==> config.mk <==
export PLATFORM = sky130hd
export DESIGN_NAME = lif_neuron_array
export DESIGN_NICKNAME = d
export VERILOG_FILES = /design/src/rtl/lif_neuron_array.sv
export SDC_FILE = /design/constraint.sdc
export NUM_CORES = 1
export LEC_CHECK = 0
export ABC_AREA = 0
export BUFFER_PORTS_ARGS = -buffer_cell sky130_fd_sc_hd__buf_4
export CAP_MARGIN = 20
export CORE_ASPECT_RATIO = 0.75
export CORE_MARGIN = 2
export CORE_UTILIZATION = 56
export DETAILED_ROUTE_END_ITERATION = 8
export PLACE_DENSITY_LB_ADDON = 0.12
export SYNTH_ARGS = -nofsm -noshare
export SYNTH_HDL_FRONTEND = slang
export SYNTH_SLANG_ARGS = --single-unit
==> constraint.sdc <==
create_clock -name clk -period 22.2 [get_ports clk]
set_input_delay 1.11 -clock clk [delete_from_list [all_inputs] [get_ports clk]]
set_output_delay 1.11 -clock clk [all_outputs]
set_load 0.1 [all_outputs]
==> src/rtl/lif_neuron_array.sv <==
// Time-multiplexed array of N leaky integrate-and-fire neurons.
// Ports: clk, rst_n (sync, active-low); step_start starts a timestep;
// cur_valid/cur_ready/cur_data stream one current per neuron in index
// order (cur_idx); busy while running; step_done pulses with spikes and
// spike_count; rd_idx/rd_potential give a combinational debug read.
// Optional refractory period: define LIF_REFRACTORY_EN.
module lif_neuron_array #(
  parameter int N_NEURONS    = 16,
  parameter int WIDTH        = 16,
  parameter int THRESHOLD    = 1000,
  parameter int LEAK_SHIFT   = 3,
  parameter int REFRAC_STEPS = 2,
  localparam int IDX_W       = $clog2(N_NEURONS)
) (
  input  logic                    clk,
  input  logic                    rst_n,
  input  logic                    step_start,
  input  logic                    cur_valid,
  output logic                    cur_ready,
  input  logic signed [WIDTH-1:0] cur_data,
  output logic                    busy,
  output logic [IDX_W-1:0]        cur_idx,
  output logic                    step_done,
  output logic [N_NEURONS-1:0]    spikes,
  output logic [IDX_W:0]          spike_count,
  input  logic [IDX_W-1:0]        rd_idx,
  output logic signed [WIDTH-1:0] rd_potential
);

  typedef enum logic {IDLE, RUN} state_t;

  localparam logic [IDX_W-1:0] LAST =
    IDX_W'(N_NEURONS - 1);
  localparam logic signed [WIDTH:0] THR =
    (WIDTH+1)'(THRESHOLD);

  state_t                  state;
  logic [IDX_W-1:0]        ptr;
  logic [N_NEURONS-1:0]    acc;
  logic signed [WIDTH-1:0] pot [N_NEURONS];

  logic                    hs;
  logic                    in_refr;
  logic                    fire;
  logic signed [WIDTH:0]   p_ext;
  logic signed [WIDTH:0]   c_ext;
  logic signed [WIDTH:0]   calc;
  logic signed [WIDTH-1:0] p_new;
  logic [N_NEURONS-1:0]    acc_next;
  logic [IDX_W:0]          cnt;

  assign cur_ready = (state == RUN);
  assign busy      = (state == RUN);
  assign cur_idx   = ptr;
  assign hs        = cur_valid & cur_ready;

  // Both operands sign-extended one bit so the sum cannot wrap.
  assign p_ext = {pot[ptr][WIDTH-1], pot[ptr]};
  assign c_ext = {cur_data[WIDTH-1], cur_data};
  assign calc  = p_ext - (p_ext >>> LEAK_SHIFT) + c_ext;

`ifdef LIF_REFRACTORY_EN
  localparam int RW = $clog2(REFRAC_STEPS + 1);
  logic [RW-1:0] refr [N_NEURONS];

  assign in_refr = (refr[ptr] != '0);

  always_ff @(posedge clk) begin
    if (!rst_n) begin
      for (int i = 0; i < N_NEURONS; i++)
        refr[i] <= '0;
    end else if (hs) begin
      if (in_refr)
        refr[ptr] <= refr[ptr] - 1'b1;
      else if (fire)
        refr[ptr] <= RW'(REFRAC_STEPS);
    end
  end
`else
  logic unused_refrac;
  assign unused_refrac = (REFRAC_STEPS != 0);
  assign in_refr = 1'b0;
`endif

  assign fire  = (calc >= THR) & ~in_refr;
  // Non-firing, non-negative results are below THRESHOLD, so they fit.
  assign p_new = (in_refr | fire | calc[WIDTH]) ?
                 '0 : calc[WIDTH-1:0];

  always_comb begin
    acc_next      = acc;
    acc_next[ptr] = fire;
  end

  always_comb begin
    cnt = '0;
    for (int i = 0; i < N_NEURONS; i++)
      cnt = cnt + (IDX_W+1)'(acc_next[i]);
  end

  always_comb begin
    rd_potential = '0;
    if ({1'b0, rd_idx} < (IDX_W+1)'(N_NEURONS))
      rd_potential = pot[rd_idx];
  end

  always_ff @(posedge clk) begin
    if (!rst_n) begin
      state       <= IDLE;
      ptr         <= '0;
      acc         <= '0;
      step_done   <= 1'b0;
      spikes      <= '0;
      spike_count <= '0;
      for (int i = 0; i < N_NEURONS; i++)
        pot[i] <= '0;
    end else begin
      step_done <= 1'b0;
      unique case (state)
        IDLE: begin
          if (step_start) begin
            state <= RUN;
            ptr   <= '0;
            acc   <= '0;
          end
        end
        RUN: begin
          if (hs) begin
            pot[ptr] <= p_new;
            acc      <= acc_next;
            if (ptr == LAST) begin
              state       <= IDLE;
              ptr         <= '0;
              spikes      <= acc_next;
              spike_count <= cnt;
              step_done   <= 1'b1;
            end else begin
              ptr <= ptr + 1'b1;
            end
          end
        end
        default: state <= IDLE;
      endcase
    end
  end

endmodule

# Yosys cells after proc, flatten, opt, wreduce, memory -nomap -nowiden
# Memory sizes are Yosys's and may differ from the RTL's. A register that Yosys moved wholly into a read port is not among the register bits.
# Cells that the tools add are included.
totals:
  register_bits: 43
  ram_bits: 256
  input_bits: 24
  output_inout_bits: 44
  elab_cells: 65
  n_memories: 1
classes:
  n_addsub: 18
  order_cmp: 3
  eq_ne: 3
  muxes: 26
  n_bitwise: 3
  reduce_logical: 5
mem_list:
  columns: ["name", "depth", "word_bits", "rd", "rd_clocked_by_memory_dff", "write_ports", "line", "text"]
  rows:
  - ["pot", 16, 16, 2, 1, 16, "40", "logic signed [WIDTH-1:0] pot [N_NEURONS];"]
ops:
  columns: ["cell", "n"]
  rows:
  - ["$mux W16", 4]
  - ["$add A5 B1 Y5", 11]
  - ["$pmux W16 S2", 1]
  - ["$mux W4", 6]
  - ["$add A17 B16 Y17", 1]
  - ["$ge A17 B11 Y1 const B", 1]
  - ["$sub A16 B13 Y17", 1]
  - ["$bwmux W16", 1]
  - ["$reduce_or A16 Y1", 1]
  - ["$mux W1", 11]
  - ["$pmux W4 S2", 1]
  - ["$reduce_and A3 Y1", 2]
  - ["$add A4 B1 Y5", 1]
  - ["$lt A4 B5 Y1 const B", 1]
  - ["$add A3 B1 Y4", 1]
  - ["$add A4 B1 Y4 const B", 1]
  - ["$demux W1 S4", 1]
  - ["$eq A4 B4 Y1 const B", 1]
  - ["$ge A4 B1 Y1 const B", 1]
  - ["$add A2 B1 Y3", 1]
  - ["$add A1 B1 Y2", 1]
  - ["$ne A2 B1 Y1 const B", 1]
  - ["$ne A2 B2 Y1 const B", 1]
  - ["$pmux W1 S2", 1]
  - ["other kinds (5)", 5]

# Logic depth before layout (Yosys ltp)
# Gate-level depths: netlist of the first run.
logic_depth:
  depth_word: 20
  mapped_depth: 30
  depth_no_buf: 26

# Worst setup path before layout of the first run
# No wires, ideal clock.
synth_timing:
  path_type: "reg2reg"
  start: "register (tool-made name)"
  end: "register spike_count[4]"
  setup_ns: 0.119
  arrival_time_ns: 8.532
  required_ns: 22.081
  setup_slack_ns: 13.550
  stages_incl_launch_ff: 28
  n_path_buf: 4
  synth_period_minus_slack_ns: 8.650
  cell_sequence: "dfxtp_1 -> clkbuf_1 -> buf_1 -> mux4_2 -> mux4_2 -> fa_1 -> inv_1 -> fa_1 -> a211oi_2 -> nor3_1 -> or2_2 -> xnor2_1 -> or4b_1 -> a41o_1 -> buf_2 -> buf_2 -> o21a_1 -> fa_1 -> inv_1 -> fa_1 -> inv_1 -> fa_1 -> fa_1 -> inv_1 -> ha_1 -> fa_1 -> a21o_1 -> a32o_1"
synth_rtl:
  columns: ["item", "line", "text"]
  rows:
  - ["end signal, assigned", "135", "spike_count <= cnt;"]
  - ["end, declared", "25", "output logic [IDX_W:0] spike_count,"]

==> results.txt, run 1 <==
Synth Area in Compound Gates: 0.0583
Period minus WS final: 9.68 ns
post-CTS sizing: 0
Final Total Pwr: 1.56 mW
final setup violation count: 0
Max Cap Viol: 0
Slew Viols, Final: 0
top cells by area, synth: edfxtp_1 46%, mux4_2 21%, dfxtp_1 5.6%
post-synth cell types: 65
Worst Hold Path Cells: 2
R2R Setup Slk: 12.52 ns
CTS tree: done
Clock Latency Late Sink: 0.58 ns
hold_sp: spikes[15]
Peak Freq: 0.103 GHz
Final TNS setup: 0 ns
clk sinks: 303
CTS Buf Count: 30
post-route cell area: 0.0189 mm^2
Tcrit/Tclk final: 0.436
Root Buffer: clkbuf_16
PD cells: 82.4 mW/mm^2
Initial DRT Pass Iterations: 6
Post-synth ARST share: 0
hold_buf cts: 0
Area Growth Syn to Fin: 13.1%
max_slew headroom: 0.298
initial antenna violation count: 0
IO Pins: 68
ratio of cells with drive above 1 in the final layout: 0.290
worst endpoint required time: 22.66 ns
Slowest-stage cell, CP: dfxtp_4
vias per inst: 6.47
Critical Path AT: 10.14 ns
Buffers & Inverters on Critical Path: 7
most used cell, CP: fa_1
DRC Markers: 0
Cells after Synth: 1171
fraction of synthesized area in multiplexers: 0.217
uppermost layer routed: met4
max incr delay on CP: 0.88 ns
post-synthesis register bit count: 303
M1 wire length: 20000 um
path depth of the worst reg2reg path: 26
kind of critical path: reg2reg
hpwl dp: 30500 um
aggregate global routing overflow: 0
via count: 11000
DP Worst Slack: 12.64 ns
Post-CTS Setup Bufs: 0
layout net count: 1368
Sequential Area: 0.00863 mm^2
Fillers: 2157
htree depth: 1
mapped cell area: 0.0167 mm^2
Simple-Gate Fraction of Synth Area: 0.102
core area: 0.0293 mm^2
Crit. End Element: register
CTS Buffer Depth: 3
Hold Vio Cnt, Final: 0
count leader, synth: edfxtp_1
DR WL/cell: 27.7 um
Total Routing Usage GR: 0.310
number of synthesized flops with an enable pin: 256
CP Max Fanout: 36
Multi-input gate area: 0.00766 mm^2
vias in the first global route: 10600
Post-synth top flop: edfxtp_1
height of the die: 154 um
cell taking the most area after synthesis: edfxtp_1
row count: 54
Clk pin slew, worst setup/hold paths: 0.06 ns
die width: 204 um
RSZ-0062 raised after global routing: false
WHS Endpoint: spikes[15]
Worst-Margin Slew: 1.05 ns
sequential area share after synthesis: 0.515
Synth Warn #: 0
Placed Area: 0.0179 mm^2
Adder-Cell Fraction of Synth Area: 0.0508
synth cell count leaders: 256 x edfxtp_1, 159 x mux4_2, 115 x nor3_1, 78 x inv_1, 66 x nand2_1
Final Util: 0.647
initial drt markers: 1368
syn avg cell area: 14.3 um^2
maximum VDD drop: 0.0000643 V
worst min-delay path category: reg2reg
Initial Util: 0.572
global-route wire length before repair: 70500 um
reg2reg end: spike_count[4]
CP Launch Type: register
ANT cells: 0
Final Skew: 0.0223 ns
Total Routed Length: 47200 um
Die Area: 0.0313 mm^2
delay-heaviest family, CP: adder cells
Synth Area in XOR/XNOR: 0.00710
largest family of logic cells by synthesized area: multiplexers
leak pwr: 6.70 nW
met3 routed WL: 5630 um
Routed Antenna Nets: 0
largest net degree at the start of global routing: 87
IO Port Bufs: 67
PnR worst setup slack: 12.52 ns
Routability Congestion: 0.968
status: completed
Synth top area share: 0.459
met2 routed WL: 20400 um
worst min-delay path: stages, from the launching register on:
cell	delay (ns)
dfxtp_1	0.32
nand2_1	0.04
o21ai_0	0.06
stage by stage:
stage               std cells  hold slack, ns
floorplan                1266           0.442
finish                   1707           0.454
global placement         1645           0.436
detailed placement       1650           0.443
CTS                      1706           0.458
global route             1707           0.485
state kept, by name (all words and copies together) (netlist names), named ones only:
signal / count
step_done: 1
pot: 256
acc: 16
spikes: 16
busy: 1
cur_idx: 4
spike_count: 5
layer usage:
layer | up-vias | GRT usage
met1 | 5583 | 0.485
met4 | 0 | 0.0761
met5 | - | 0
met2 | 661 | 0.434
met3 | 80 | 0.0808
li1 | 4717 | -
final cells by class:
cell class	instances	share of cell area
clock buffers	41	0.0446
clock inverters	15	0.00800
inverters	78	0.0155
multi-input cells	770	0.405
flip-flops and latches	303	0.456
well taps	392	0.0259
repair buffers	108	0.0452
power by group:
part / switching (mW) / internal [mW]
combinational: 0.256 / 0.127
sequential: 0.0150 / 0.642
clock: 0.219 / 0.300
cell usage in the layout, fill, tap and decap left out, types with 5 or more instances in the layout:
master / n
nor3_2: 49
and3_1: 5
a21o_1: 9
nor3_1: 115
clkbuf_16: 31
fa_1: 25
clkinv_2: 7
nand3_1: 23
xnor2_1: 8
nand2_1: 66
clkbuf_1: 7
o21ai_0: 62
conb_1: 96
mux4_2: 159
buf_8: 6
nor2_1: 13
buf_4: 102
a31oi_1: 5
o21a_1: 7
a21oi_1: 24
edfxtp_1: 256
dfxtp_1: 45
ha_1: 28
inv_1: 78
how the worst max path moves through the flow:
| stage | start | to | slack [ns] | cells after the start |
|---|---|---|---|---|
| finish | register | spike_count[4] | 12.52 | 26 |
| global route | register | spike_count[4] | 12.17 | 26 |
| CTS | register | spike_count[4] | 12.60 | 26 |
| detailed placement | register | spike_count[4] | 12.64 | 26 |
| global placement | register | spike_count[4] | 12.81 | 27 |
| floorplan | register | spike_count[4] | 13.55 | 27 |
cell families after synthesis:
group / count (synthesis)
DFF: 303
and+or+nand+nor: 298
buffers and inverters: 193
muxes: 162
AOI/OAI and AO/OA: 149
adders and majority gates: 53
xor gates and xnor gates: 12
other: 1
(Power assumes the default switching activity.)
==> run 2, diff against run 1 <==
--- a/config.mk
+++ b/config.mk
@@ -5,7 +5,7 @@
 export SDC_FILE = /design/constraint.sdc
 export NUM_CORES = 1
 export LEC_CHECK = 0
-export ABC_AREA = 0
+export ABC_AREA = 1
 export BUFFER_PORTS_ARGS = -buffer_cell sky130_fd_sc_hd__buf_4
 export CAP_MARGIN = 20
 export CORE_ASPECT_RATIO = 0.75
==> constraint.sdc (replaced) <==
create_clock -name clk -period 9.14 [get_ports clk]
set_input_delay 0.457 -clock clk [delete_from_list [all_inputs] [get_ports clk]]
set_output_delay 0.457 -clock clk [all_outputs]
set_load 0.1 [all_outputs]
==> results.txt, run 2 <==
status: completed
syn avg cell area: 8.93 um^2 (-38%)
Crit. End Element: register
largest reg by FF count: pot
Routability Congestion: 0.920 (-4.9%)
max reg flops: 256 (unchanged)
die width: 208 um (+2.2%)
worst min-delay path category: in2reg
Clock Latency Late Sink: 0.58 ns (about the same)
worst endpoint required time: 9.56 ns (-13.10 ns)
core area: 0.0310 mm^2 (+5.9%)
max incr delay on CP: 0.61 ns (-0.27 ns)
DR WL/cell: 20.8 um (-25%)
IO Port Bufs: 67 (unchanged)
instance count on the critical path: 33 (+27%)
number of synthesized flops with an enable pin: 256 (unchanged)
Post-synth top flop: edfxtp_1
Post-CTS Setup Bufs: 0 (unchanged)
most used cell, CP: inv_1
Cells after Synth: 1958 (+67%)
count leader, synth: o21ai_0
post-synthesis register bit count: 303 (unchanged)
Root Buffer: clkbuf_16
post-CTS sizing: 0 (unchanged)
Die Area: 0.0327 mm^2 (+4.4%)
initial antenna violation count: 1 (+1)
Final Skew: 0.0131 ns (-0.00921 ns)
height of the die: 157 um (+2.2%)
Period minus WS final: 8.57 ns (-1.11 ns)
CP Max Fanout: 55 (+53%)
DRC Markers: 0 (unchanged)
leak pwr: 7.97 nW (+19%)
clk sinks: 303 (unchanged)
hpwl dp: 33900 um (+11%)
maximum VDD drop: 0.000164 V (+160%)
final setup violation count: 0 (unchanged)
synth cell count leaders: 302 x o21ai_0, 270 x nand2_1, 256 x edfxtp_1, 235 x nor2_1, 204 x inv_1
Initial Util: 0.565 (-0.00743)
Initial DRT Pass Iterations: 6 (unchanged)
CTS tree: done
max_slew headroom: 0.232 (-0.0657)
Critical Path AT: 8.99 ns (-1.15 ns)
Worst-Margin Slew: 1.15 ns (+0.0957 ns)
vias in the first global route: 13600 (+28%)
Clk pin slew, worst setup/hold paths: 0.06 ns (about the same)
Final Util: 0.623 (-0.0235)
Total Routed Length: 51200 um (+8.5%)
Post-synth ARST share: 0 (unchanged)
Area Growth Syn to Fin: 10.4%
Tcrit/Tclk final: 0.937 (+0.501)
DP Worst Slack: 0.609 ns (-12.04 ns)
Max Cap Viol: 0 (unchanged)
Final Total Pwr: 3.62 mW (+130%)
mapped cell area: 0.0175 mm^2 (+4.5%)
R2R Setup Slk: 0.57 ns (-11.95 ns)
layout net count: 2113 (+54%)
Total Routing Usage GR: 0.311 (+0.00152)
Routed Antenna Nets: 0 (unchanged)
path depth of the worst reg2reg path: 33 (+27%)
Final TNS setup: 0 ns (unchanged)
Slew Viols, Final: 0 (unchanged)
hold_buf cts: 0 (unchanged)
delay-heaviest family, CP: adder cells
Peak Freq: 0.117 GHz (+13%)
reg2reg end: spike_count[4]
kind of critical path: reg2reg
PD cells: 187 mW/mm^2 (+130%)
vias per inst: 5.96 (-7.9%)
dpl cells: 2410 (+46%)
largest net degree at the start of global routing: 115 (+32%)
PnR worst setup slack: 0.575 ns (-11.95 ns)
post-synth cell types: 44 (-32%)
aggregate global routing overflow: 0 (unchanged)
global-route wire length before repair: 77700 um (+10%)
RSZ-0062 raised after global routing: false
IO Pins: 68 (unchanged)
sequential area share after synthesis: 0.493 (-0.0221)
via count: 14700 (+33%)
row count: 56 (+3.7%)
initial drt markers: 2057 (+50%)
CTS Buffer Depth: 3 (unchanged)
htree depth: 1 (unchanged)
most frequent cells in the layout: 302 x o21ai_0, 270 x nand2_1, 256 x edfxtp_1
Synth top area share: 0.440 (-0.0197)
most common cell after layout, fill and taps aside: o21ai_0
CTS Buf Count: 30 (unchanged)
Synth Warn #: 0 (unchanged)
CP Launch Type: register
Finished Layout Cells: 2462 (+44%)
Worst Setup EP: spike_count[4]
ANT cells: 0 (unchanged)
hold_sp: step_start
Hold Vio Cnt, Final: 0 (unchanged)
Buffers & Inverters on Critical Path: 9 (+2)
Largest regs: pot x256, acc x16, spikes x16
Slowest-stage cell, CP: dfxtp_4
top cells by area, synth: edfxtp_1 44%, o21ai_0 8.6%, nand2_1 5.8%
cell taking the most area after synthesis: edfxtp_1
ratio of cells with drive above 1 in the final layout: 0.103 (-0.187)
-- run 2: cell types whose count changed after synthesis, moves of 105 or more --
cell	previous run	this run
mux4_2	159	0
nand2_1	66	270
o21ai_0	62	302
inv_1	78	204
nor3_1	115	3
nor2_1	13	235
a21oi_1	24	129
-- run 2: layout make-up --
type                    count  area [um^2]
repair buffers             85          662
inverters                 209          795
clock inverters            12         81.3
clock buffers              40          845
flip-flops and latches    303         8630
well taps                 406          508
multi-input cells        1407         7780
fillers                  2668        11700
-- run 2: kinds of logic after synthesis --
logic type | after synthesis | share of synthesized area
flip-flops | 303 | 0.493
multiplexers | 60 | 0.0343
other | 1 | 0.000214
XOR/XNOR | 3 | 0.00150
buffers and inverters | 343 | 0.0821
adder cells (fa/ha/maj) | 53 | 0.0486
AND/OR/NAND/NOR | 669 | 0.172
AO/OA/AOI/OAI | 526 | 0.168
-- run 2: worst min-delay path by stage --
stage	endpoint	cells after the start
2_1_floorplan	acc[15]	2
6_report	busy	3
4_1_cts	busy	3
5_1_grt	busy	3
3_5_place_dp	acc[1]	2
3_3_place_gp	acc[2]	2
-- run 2: routing by layer --
layer	track usage	share of wire	vias up
li1	-	-	6780
met2	0.463	0.42	817
met1	0.450	0.43	6929
met3	0.0672	0.11	139
met5	0	0.00025	-
met4	0.117	0.038	2
-- run 2: where the power goes --
part           leakage, nW  internal, mW  switching, mW
clock                0.465         0.670          0.524
sequential            2.97          1.56         0.0289
combinational         4.54         0.234          0.603
-- run 2: worst reg2reg max path: cells and delay by family (launching register included) --
family | cells | cell delay [ns]
adder cells (fa/ha/maj) | 8 | 3.40
buffers and inverters | 9 | 1.14
AO/OA/AOI/OAI | 9 | 1.75
flip-flops | 1 | 0.61
AND/OR/NAND/NOR | 7 | 1.51
-- run 2: per-stage QoR --
stage / hold WS [ns] / cell area, um^2
global route: 0.161 / 19300
detailed placement: 0.432 / 18400
floorplan: 0.419 / 17800
global placement: 0.428 / 18400
CTS: 0.112 / 19300
finish: 0.121 / 19300
